<file path="src/rtl/full_adder_pkg.sv">
// Shared constants and result type for the registered ripple-carry adder.
package full_adder_pkg;
  localparam int WIDTH_DEFAULT = 1;
  localparam int MAX_WIDTH     = 64;

  typedef struct packed {
    logic                 carry;
    logic [MAX_WIDTH-1:0] sum;
  } result_t;
endpackage

</file>
<file path="src/rtl/full_adder_if.sv">
// Operand/result bundle for full_adder; ovf exists only with FULL_ADDER_OVF_EN.
interface full_adder_if import full_adder_pkg::*; #(
  parameter int WIDTH = WIDTH_DEFAULT
) ();
  logic [WIDTH-1:0] a;
  logic [WIDTH-1:0] b;
  logic             c;
  logic             in_valid;
  logic [WIDTH-1:0] s;
  logic             c_out;
  logic             out_valid;
`ifdef FULL_ADDER_OVF_EN
  logic             ovf;

  modport master (output a, b, c, in_valid, input s, c_out, out_valid, ovf);
  modport slave  (input a, b, c, in_valid, output s, c_out, out_valid, ovf);
`else
  modport master (output a, b, c, in_valid, input s, c_out, out_valid);
  modport slave  (input a, b, c, in_valid, output s, c_out, out_valid);
`endif
endinterface

</file>
<file path="src/rtl/full_adder_fa_bit.sv">
// Combinational 1-bit full-adder cell; zero latency, no flow control.
module fa_bit (
  input  logic a,
  input  logic b,
  input  logic cin,
  output logic s,
  output logic cout
);
  assign s    = a ^ b ^ cin;
  assign cout = (a & b) | (a & cin) | (b & cin);
endmodule

</file>
<file path="src/rtl/full_adder.sv">
// Registered WIDTH-bit ripple adder; 1-cycle latency, no backpressure (one result per in_valid).
// Optional signed-overflow output enabled by FULL_ADDER_OVF_EN.
module full_adder import full_adder_pkg::*; #(
  parameter int WIDTH = WIDTH_DEFAULT
) (
  input  logic          clk,
  input  logic          rst_n,
  full_adder_if.slave   bus
);
  logic [WIDTH:0]   carry;
  logic [WIDTH-1:0] sum;

  logic [WIDTH-1:0] s_q;
  logic             c_q;
  logic             vld_q;

  assign carry[0] = bus.c;

  for (genvar i = 0; i < WIDTH; i++) begin : g_bit
    fa_bit u_bit (
      .a    (bus.a[i]),
      .b    (bus.b[i]),
      .cin  (carry[i]),
      .s    (sum[i]),
      .cout (carry[i+1])
    );
  end

  // Result registers only load on accepted operands, so idle inputs never reach the outputs.
  always_ff @(posedge clk or negedge rst_n) begin
    if (!rst_n) begin
      s_q   <= '0;
      c_q   <= 1'b0;
      vld_q <= 1'b0;
    end else begin
      vld_q <= bus.in_valid;
      if (bus.in_valid) begin
        s_q <= sum;
        c_q <= carry[WIDTH];
      end
    end
  end

  assign bus.s         = s_q;
  assign bus.c_out     = c_q;
  assign bus.out_valid = vld_q;

`ifdef FULL_ADDER_OVF_EN
  logic ovf_q;

  always_ff @(posedge clk or negedge rst_n) begin
    if (!rst_n) begin
      ovf_q <= 1'b0;
    end else if (bus.in_valid) begin
      ovf_q <= carry[WIDTH] ^ carry[WIDTH-1];
    end
  end

  assign bus.ovf = ovf_q;
`endif
endmodule

</file>
<file path="src/flat_wrapper.sv">
// flat-port wrapper written by rule: the top's interface ports become plain ports
module full_adder_flat import full_adder_pkg::*;
#(
  parameter int WIDTH = WIDTH_DEFAULT
)
  (clk, rst_n, bus_a, bus_b, bus_c, bus_in_valid, bus_s, bus_c_out, bus_out_valid);
  full_adder_if #(.WIDTH(WIDTH)) bus_i ();
  input  logic clk;
  input  logic rst_n;
  input wire logic [$bits(bus_i.a)-1:0] bus_a;
  input wire logic [$bits(bus_i.b)-1:0] bus_b;
  input wire logic [$bits(bus_i.c)-1:0] bus_c;
  input wire logic [$bits(bus_i.in_valid)-1:0] bus_in_valid;
  output wire logic [$bits(bus_i.s)-1:0] bus_s;
  output wire logic [$bits(bus_i.c_out)-1:0] bus_c_out;
  output wire logic [$bits(bus_i.out_valid)-1:0] bus_out_valid;
  assign bus_i.a = bus_a;
  assign bus_i.b = bus_b;
  assign bus_i.c = bus_c;
  assign bus_i.in_valid = bus_in_valid;
  assign bus_s = bus_i.s;
  assign bus_c_out = bus_i.c_out;
  assign bus_out_valid = bus_i.out_valid;
  full_adder #(.WIDTH(WIDTH)) u_core (.clk(clk), .rst_n(rst_n), .bus(bus_i));
endmodule
</file>
<file path="config.mk">
export PLATFORM = sky130hd
export DESIGN_NAME = full_adder_flat
export DESIGN_NICKNAME = d
export VERILOG_FILES = /design/src/rtl/full_adder_pkg.sv /design/src/rtl/full_adder_if.sv /design/src/rtl/full_adder_fa_bit.sv /design/src/rtl/full_adder.sv /design/src/flat_wrapper.sv
export SDC_FILE = /design/constraint.sdc
export NUM_CORES = 1
export LEC_CHECK = 0
export ABC_CLOCK_PERIOD_IN_PS = 1000
export CAP_MARGIN = 20
export CORE_AREA = 3 3 40 42
export CTS_BUF_LIST = sky130_fd_sc_hd__clkbuf_16
export CTS_CLUSTER_DIAMETER = 30
export DETAILED_ROUTE_END_ITERATION = 16
export DIE_AREA = 0 0 43 45
export MAX_ROUTING_LAYER = met4
export PLACE_DENSITY_LB_ADDON = 0.2
export REMOVE_ABC_BUFFERS = 1
export SYNTH_ARGS = -nofsm -noshare
export SYNTH_HDL_FRONTEND = slang
export SYNTH_SLANG_ARGS = --single-unit
export TNS_END_PERCENT = 30
</file>
<file path="constraint.sdc">
create_clock -name clk -period 1 [get_ports clk]
set_input_delay 0.15 -clock clk [delete_from_list [all_inputs] [get_ports clk]]
set_output_delay 0.15 -clock clk [all_outputs]
set_load 0.1 [all_outputs]
</file>
==> qor.csv <==
metric,value,unit
outcome,"complete, no violations",
post_cts_buffers,0,
totalWireLength,308,um
synthCells,6,
worst-path-buf-inv,1,
clock_latency,0.22,ns
via_count,94,
die_h,45,um
pwr-share-seq,15.5,%
startpoint,u_core.bus.s,
path_cells,buf_12,
core,0.00128,mm2
cp_top_family,flip-flops,
skew,0,ns
hp-class,input port to async pin,
maxSlewViolCount,0,
nets,26,
dp_hpwl,209,um
max_slew_margin,90.2,%
drc,0,
fmax,1050,MHz
critPathSlowestCell,dfrtp_1,
period_minus_slack,0.951,ns
antenna_found_initial,0,
period_share,95.1,%
drive_above_1_share,50.0,%
viasPerCell,2.85,
crit_path_end_kind,output pin,
post_drt_wl_per_cell,9.33,um
switching_share,25.4,%
crit_type,flop to output pin,
cts_tree,built,
worstPathRequired,0.85,ns
portBuffers,8,
first_iter_violations,0,
grt_pass1_wl,538,um
syn_to_final_growth,176,%
ys.warnings.count,0,
grt_start_max_net_pins,4,
setup_violations,0,
synth_area,118,um2
pin_count,9,
worst_pin_slew,0.146,ns
cts_root_buf,clkbuf_16,
worst_setup_path_start_kind,flop,
htreeDepth,1,
arrival,0.80,ns
power.leakage,0.146,nW
postSynthAreaPerCell,19.6,um2
rows,13,
hold_viol,0,
ant_nets,0,
power.switching,253,uW
rsz0062_at_grt,false,
grt.total_usage,4.65,%
place.gp.congestion,0.548,
start_util,9.15,%
max_stage_delay,0.40,ns
antenna_cells,0,
fin_area,324,um2
final_cell_mix,"clkbuf_16 (3), buf_12 (3), dfrtp_1 (3)",
clk_pin_slew_worst_paths,0.03,ns
die-area,0.00194,mm2
drv_cap,0,
critPathMaxFanout,2,
postCtsHoldBufs,0,
p_int,742,uW
register_area,75.1,um2
grt_pass1_vias,126,
fillCellCount,136,
multiInputGateArea,46.3,um2
r2r_slack,0.20,ns
rr_endpoint,u_core.bus.s,
die_w,43,um
reg2reg_from,u_core.bus.s,
first_pass_iters,1,
peakVddDrop,980,uV
place_area,246,um2
powerDensity,3070,mW/mm2
yosysSeqAreaShare,63.8,%
clkPwrFrac,62.0,%
numClockSinks,3,
p_comb_share,22.5,%
clk_path_buf_depth,2,
numCtsBuffers,3,
r2r_cells,1,
whs,0.116,ns
grt_remaining_overflow,0,
synth_seq_cells,3,
synth.distinct_cells,3,
## synth_stat cells
| master | number | area [um2] |
|---|---|---|
| dfrtp_1 | 3 | 75.1 |
| mux2_2 | 2 | 22.5 |
| fa_1 | 1 | 20.0 |
## cell families (layout without fill, tap and decap cells)
| family | count (synthesis) | after routing | share of synthesized area, % |
|---|---|---|---|
| adders and majority gates | 1 | 1 | 17.0 |
| buffers and inverters | 0 | 12 | 0 |
| DFF | 3 | 3 | 63.8 |
| muxes | 2 | 2 | 19.1 |
## worst max path at each step
stage | slack (ns) | depth (start not counted) | end
3_5_place_dp | -0.45 | 3 | u_core.bus.s
6_report | 0.05 | 1 | bus_s
5_1_grt | 0.03 | 1 | bus_c_out
2_1_floorplan | -0.26 | 1 | u_core.bus.c_out
3_3_place_gp | -0.44 | 3 | u_core.bus.s
4_1_cts | 0.02 | 3 | u_core.bus.s
## registers in the layout (all words and copies together), names as in the netlist
register,cells
u_core.bus.c_out,1
u_core.bus.out_valid,1
u_core.bus.s,1
## timing repair
| item | CTS | global route |
|---|---|---|
| endpoints found under the setup margin | 2 | 1 |
| gates resized for setup | 6 | 2 |
| cloned | 0 | 0 |
| pin swaps | 1 | 1 |
## through the flow
step	cells	setup TNS (ns)	power, mW	setup WS, ns	utilization (%)
5_1_grt	33	0	1.04	0.0258	25.2
2_1_floorplan	6	-0.635	0.275	-0.256	-
4_1_cts	33	0	1.01	0.0187	25.5
3_5_place_dp	29	-0.855	0.377	-0.446	19.2
6_report	33	0	0.996	0.0486	25.2
3_3_place_gp	29	-0.839	0.379	-0.441	19.2
## power groups by stage
stage	Sequential (mW)	Clock, mW	Combinational [mW]
finish	0.154	0.618	0.224
global route	0.157	0.644	0.234
global placement	0.154	0	0.224
CTS	0.155	0.628	0.227
detailed placement	0.154	0	0.223
floorplan	0.259	0	0.0161
## per-layer routing
layer	global-route usage, %	vias up	wire length, um
met3	5.18	0	36
met4	1.81	0	0
li1	-	43	-
met1	3.89	45	134
met5	-	-	0
met2	6.59	6	137
## cell type report
type / count / share of cell area (%)
Sequential cell: 3 / 23.2
Tap cell: 15 / 5.79
Timing Repair Buffer: 8 / 32.4
Multi-Input combinational cell: 3 / 14.3
Clock buffer: 3 / 23.2
Clock inverter: 1 / 1.16
Note: power is estimated with default switching activity, not from simulation.
